<file path="src/rtl/debounce_multi.sv">
// Multi-channel button debouncer.
// Each channel synchronises its raw input, debounces it with a counter,
// tracks a press FSM for long-press detection and optionally emits
// auto-repeat strobes while the button stays held.
module debounce_multi #(
    parameter int CH          = 4,
    parameter int CNT_W       = 18,
    parameter int HOLD_W      = 26,
    parameter int REP_W       = 23,
    parameter int SYNC_STAGES = 2
) (
    input  logic          clk,
    input  logic          rst_n,
    input  logic [CH-1:0] in,
    input  logic          repeat_en,
    output logic [CH-1:0] out,
    output logic [CH-1:0] ondn,
    output logic [CH-1:0] onup,
    output logic [CH-1:0] onhold,
    output logic [CH-1:0] onrep
);

    typedef enum logic [1:0] {
        RELEASED = 2'd0,
        PRESSED  = 2'd1,
        HELD     = 2'd2
    } state_t;

    genvar gi;
    generate
        for (gi = 0; gi < CH; gi++) begin : g_ch
            logic [SYNC_STAGES-1:0] sync_reg;
            logic [CNT_W-1:0]       cnt_reg;
            logic [CNT_W-1:0]       cnt_next;
            logic                   out_reg;
            logic                   out_next;
            state_t                 state_reg;
            state_t                 state_next;
            logic [HOLD_W-1:0]      hold_reg;
            logic [HOLD_W-1:0]      hold_next;
            logic [REP_W-1:0]       rep_reg;
            logic [REP_W-1:0]       rep_next;
            logic                   s;
            logic                   idle;
            logic                   cnt_max;
            logic                   dn_strobe;
            logic                   up_strobe;
            logic                   hold_strobe;
            logic                   rep_strobe;

            // Shift the raw input through the synchroniser chain.
            always_ff @(posedge clk or negedge rst_n) begin
                if (!rst_n) begin
                    sync_reg <= '0;
                end else begin
                    sync_reg <= {sync_reg[SYNC_STAGES-2:0], in[gi]};
                end
            end

            assign s         = sync_reg[SYNC_STAGES-1];
            assign idle      = (out_reg == s);
            assign cnt_max   = &cnt_reg;
            // Strobes fire in the cycle before the debounced level flips.
            assign dn_strobe = ~idle & cnt_max & ~out_reg;
            assign up_strobe = ~idle & cnt_max & out_reg;

            // Debounce counter: any return to the current level restarts the count.
            always_comb begin
                cnt_next = idle ? '0 : cnt_reg + CNT_W'(1);
                out_next = out_reg ^ (~idle & cnt_max);
            end

            // Debounce counter and debounced level registers.
            always_ff @(posedge clk or negedge rst_n) begin
                if (!rst_n) begin
                    cnt_reg <= '0;
                    out_reg <= 1'b0;
                end else begin
                    cnt_reg <= cnt_next;
                    out_reg <= out_next;
                end
            end

            // Press FSM next-state and strobe decode; a release overrides everything.
            always_comb begin
                state_next  = state_reg;
                hold_next   = hold_reg;
                rep_next    = rep_reg;
                hold_strobe = 1'b0;
                rep_strobe  = 1'b0;
                case (state_reg)
                    RELEASED: begin
                        hold_next = '0;
                        rep_next  = '0;
                        if (dn_strobe) begin
                            state_next = PRESSED;
                        end
                    end
                    PRESSED: begin
                        hold_next = hold_reg + HOLD_W'(1);
                        if (&hold_reg) begin
                            hold_strobe = ~up_strobe;
                            state_next  = HELD;
                            rep_next    = '0;
                        end
                    end
                    HELD: begin
                        // The counter runs regardless of repeat_en so the repeat
                        // phase is preserved when repeat is re-enabled.
                        rep_next   = rep_reg + REP_W'(1);
                        rep_strobe = (&rep_reg) & repeat_en & ~up_strobe;
                    end
                    default: begin
                        state_next = RELEASED;
                    end
                endcase
                if (up_strobe) begin
                    state_next = RELEASED;
                    hold_next  = '0;
                    rep_next   = '0;
                end
            end

            // Press FSM state and hold/repeat counter registers.
            always_ff @(posedge clk or negedge rst_n) begin
                if (!rst_n) begin
                    state_reg <= RELEASED;
                    hold_reg  <= '0;
                    rep_reg   <= '0;
                end else begin
                    state_reg <= state_next;
                    hold_reg  <= hold_next;
                    rep_reg   <= rep_next;
                end
            end

            assign out[gi]    = out_reg;
            assign ondn[gi]   = dn_strobe;
            assign onup[gi]   = up_strobe;
            assign onhold[gi] = hold_strobe;
            assign onrep[gi]  = rep_strobe;
        end
    endgenerate

endmodule

</file>
<file path="config.mk">
export PLATFORM = sky130hd
export DESIGN_NAME = debounce_multi
export DESIGN_NICKNAME = d
export VERILOG_FILES = /design/src/rtl/debounce_multi.sv
export SDC_FILE = /design/constraint.sdc
export NUM_CORES = 1
export LEC_CHECK = 0
export CORE_MARGIN = 4
export CORE_UTILIZATION = 41
export DETAILED_ROUTE_END_ITERATION = 8
export PLACE_DENSITY_LB_ADDON = 0.05
export SLEW_MARGIN = 20
export SYNTH_ARGS = -nofsm -noshare
export SYNTH_HDL_FRONTEND = slang
export SYNTH_SLANG_ARGS = --single-unit
</file>
<file path="constraint.sdc">
create_clock -name clk -period 2.45 [get_ports clk]
set_input_delay 0.735 -clock clk [delete_from_list [all_inputs] [get_ports clk]]
set_output_delay 0.735 -clock clk [all_outputs]
set_load 0.05 [all_outputs]
</file>
==> qor.yml <==
status: "complete, but fails checks"
violations: "setup timing"
synth_flop_cell: "dfrtp_1"
synth-seq-cells: 288
p_seq_share_pct: 46.1
period_share_pct: 125
cts_tree: "built"
ys_warn_count: 0
syn_area_um2: 15800
arrival_ns: 2.32
groute.usage.overall_pct: 18.8
place_hpwl_um: 24600
drc: 0
finalHoldViolations: 0
start_kind: "register"
antenna_cells: 0
grt_max_degree: 57
antenna_found_initial: 0
setup_slack_ns: -0.608
synth.area.top_cells: "dfrtp_1 46%, nand3_1 4.1%, nand2_1 4.0%"
fin_util_pct: 54.0
fin_skew_ns: 0.00994
min_period_ns: 3.06
routed_wl_um: 38600
power.share.switching_pct: 21.4
critPathMaxFanout: 2
h-tree-depth: 2
core_um2: 37800
grt_first_pass_wirelength_um: 67100
dieArea_um2: 41700
fp.dieW_um: 204
via_per_inst: 5.54
clk_pin_slew_worst_paths_ns: 0.05
drtIter0Drc: 768
critPathRequiredTime_ns: 1.71
cts.path.max_buffers: 3
first_pass_iters: 5
grt_remaining_overflow: 0
num-fill-cells: 3476
hold_slack_ns: 0.127
synthTopCellsByCount: "288 x dfrtp_1, 169 x nand2_1, 142 x nor2_1, 129 x nand3_1, 77 x a21oi_1"
leakage_uw: 0.00932
fmax_ghz: 0.327
io_buffer_count: 26
wl_per_cell_um: 15.3
maxCapViolations: 0
synth_top_area_share_pct: 45.7
combPwrFrac_pct: 2.2
rows: 71
area_growth_pct: 29.6
critical_path_class: "register to output pin"
syn_inst: 1711
routed-via-count: 13928
final_max_slew_viol_count: 0
rsz0062_at_grt: "true"
clockPowerShare_pct: 51.8
synth.distinct_cells: 80
numCtsBuffers: 37
synth-edff-count: 0
clock_sinks: 288
cts-root-buf: "clkbuf_16"
setup_viol: 16
power.internal_uw: 8200
p_switching_uw: 2230
grt_pass1_vias: 13870
ctsHoldBuffers: 0
start_util_pct: 41.7
relSlewSlack_pct: 53.0
end_kind: "output pin"
nNetsFinal: 1998
clk_latency_ns: 0.53
final_antenna_net_count: 0
power_density_nw_per_um2: 510
synth_seq_area_share_pct: 45.7
ioPinCount: 27
gp_congestion: 0.774
async_flop_share_pct: 100
synth_most_common_cell: "dfrtp_1"
hp-class: "primary input to async pin"
ir_drop_v: 0.000471
drive_above_1_share_pct: 24.5
yosys.area.top_type: "dfrtp_1"
tightest_slew_ns: 0.704
die_h_um: 204
synth_nets: 1730
p_total_uw: 10400
syn_area_per_cell_um2: 9.22
largest_reg_flops: 104
[worst paths after layout]
path / depth (start not counted) / startpoint / slack, ns / to
worst max-delay path: 7 / g_ch[0].rep_reg[9] / -0.61 / onrep[0]
worst min-delay path: 1 / rst_n / 0.13 / g_ch[0].rep_reg[13]
worst max register to register: 12 / g_ch[1].cnt_reg[0] / 0.12 / g_ch[1].rep_reg[8]
worst min register to register: 0 / g_ch[1].sync_reg[0] / 0.35 / g_ch[1].sync_reg[1]
max in group asynchronous: 2 / rst_n / 1.57 / g_ch[3].cnt_reg[4]
min in group clk: 0 / g_ch[1].sync_reg[0] / 0.35 / g_ch[1].sync_reg[1]
[layout by cell type, fill, tap and decap left out, types with 22 or more instances in the layout]
| cell | count |
|---|---|
| a211o_1 | 41 |
| a21o_1 | 22 |
| a21oi_1 | 75 |
| a31oi_1 | 63 |
| and3_1 | 69 |
| buf_12 | 23 |
| buf_4 | 271 |
| clkbuf_16 | 37 |
| dfrtp_1 | 285 |
| inv_1 | 38 |
| mux2i_1 | 23 |
| nand2_1 | 164 |
| nand3_1 | 115 |
| nand4_1 | 67 |
| nor2_1 | 133 |
| nor3_1 | 65 |
| o21ai_0 | 55 |
| or3_1 | 33 |
| xnor2_1 | 29 |
| xor2_1 | 34 |
[area by class of cell]
type	count	area, µm²	area share (%)
Clock buffer	56	1120	5.47
Multi-Input combinational cell	1297	8510	41.6
Tap cell	511	639	3.13
Inverter	41	161	0.790
Sequential cell	288	7210	35.3
Timing Repair Buffer	314	2710	13.3
Clock inverter	7	87.6	0.429
[logic make-up after synthesis]
family	share of synthesized area, %
DFF	45.7
adders and majority gates	0.952
xor gates and xnor gates	3.50
and+or+nand+nor	27.9
AOI/OAI and AO/OA	15.9
muxes	2.03
buffers and inverters	3.98
[critical path, stage by stage (launching register included)]
cell     delay, ns
dfrtp_1       0.36
nand4_1       0.16
or4_4         0.54
nor3b_4       0.20
nand2_1       0.09
nor3_2        0.16
buf_4         0.16
buf_12        0.12
[stage by stage]
step           setup slack, ns  setup TNS (ns)  cell area, µm²  instances
6_report                -0.608           -4.10           20400       2514
5_1_grt                 -0.708           -5.87           20400       2514
4_1_cts                 -0.627           -4.65           20100       2491
3_5_place_dp            -0.224          -0.707           17900       2352
3_3_place_gp            -0.256          -0.771           17900       2352
2_1_floorplan          -0.0301         -0.0510           15900       1711
[what timing repair did]
item / 4_1_cts / 5_1_grt
setup buffers: 77 / 25
pin swaps: 63 / 28
cloned: 0 / 1
gates resized for setup: 105 / 26
setup endpoints to repair: 19 / 57
[metal layers]
layer / up-vias / GRT usage (%) / part of all wire, %
li1: 6904 / - / -
met1: 6814 / 25.5 / 48
met2: 167 / 31.1 / 47
met3: 43 / 2.95 / 3.1
met4: 0 / 5.55 / 1.8
met5: - / 0 / 0
[power by group through the flow]
stage                     clock network, µW  logic, µW  registers (µW)
after floorplan                           0       41.2            4890
after global placement                    0        204            4880
after detailed placement                  0        204            4890
after CTS                              5600        226            4800
after global routing                   5790        264            4800
final                                  5400        227            4800
(Power assumes the default switching activity.)
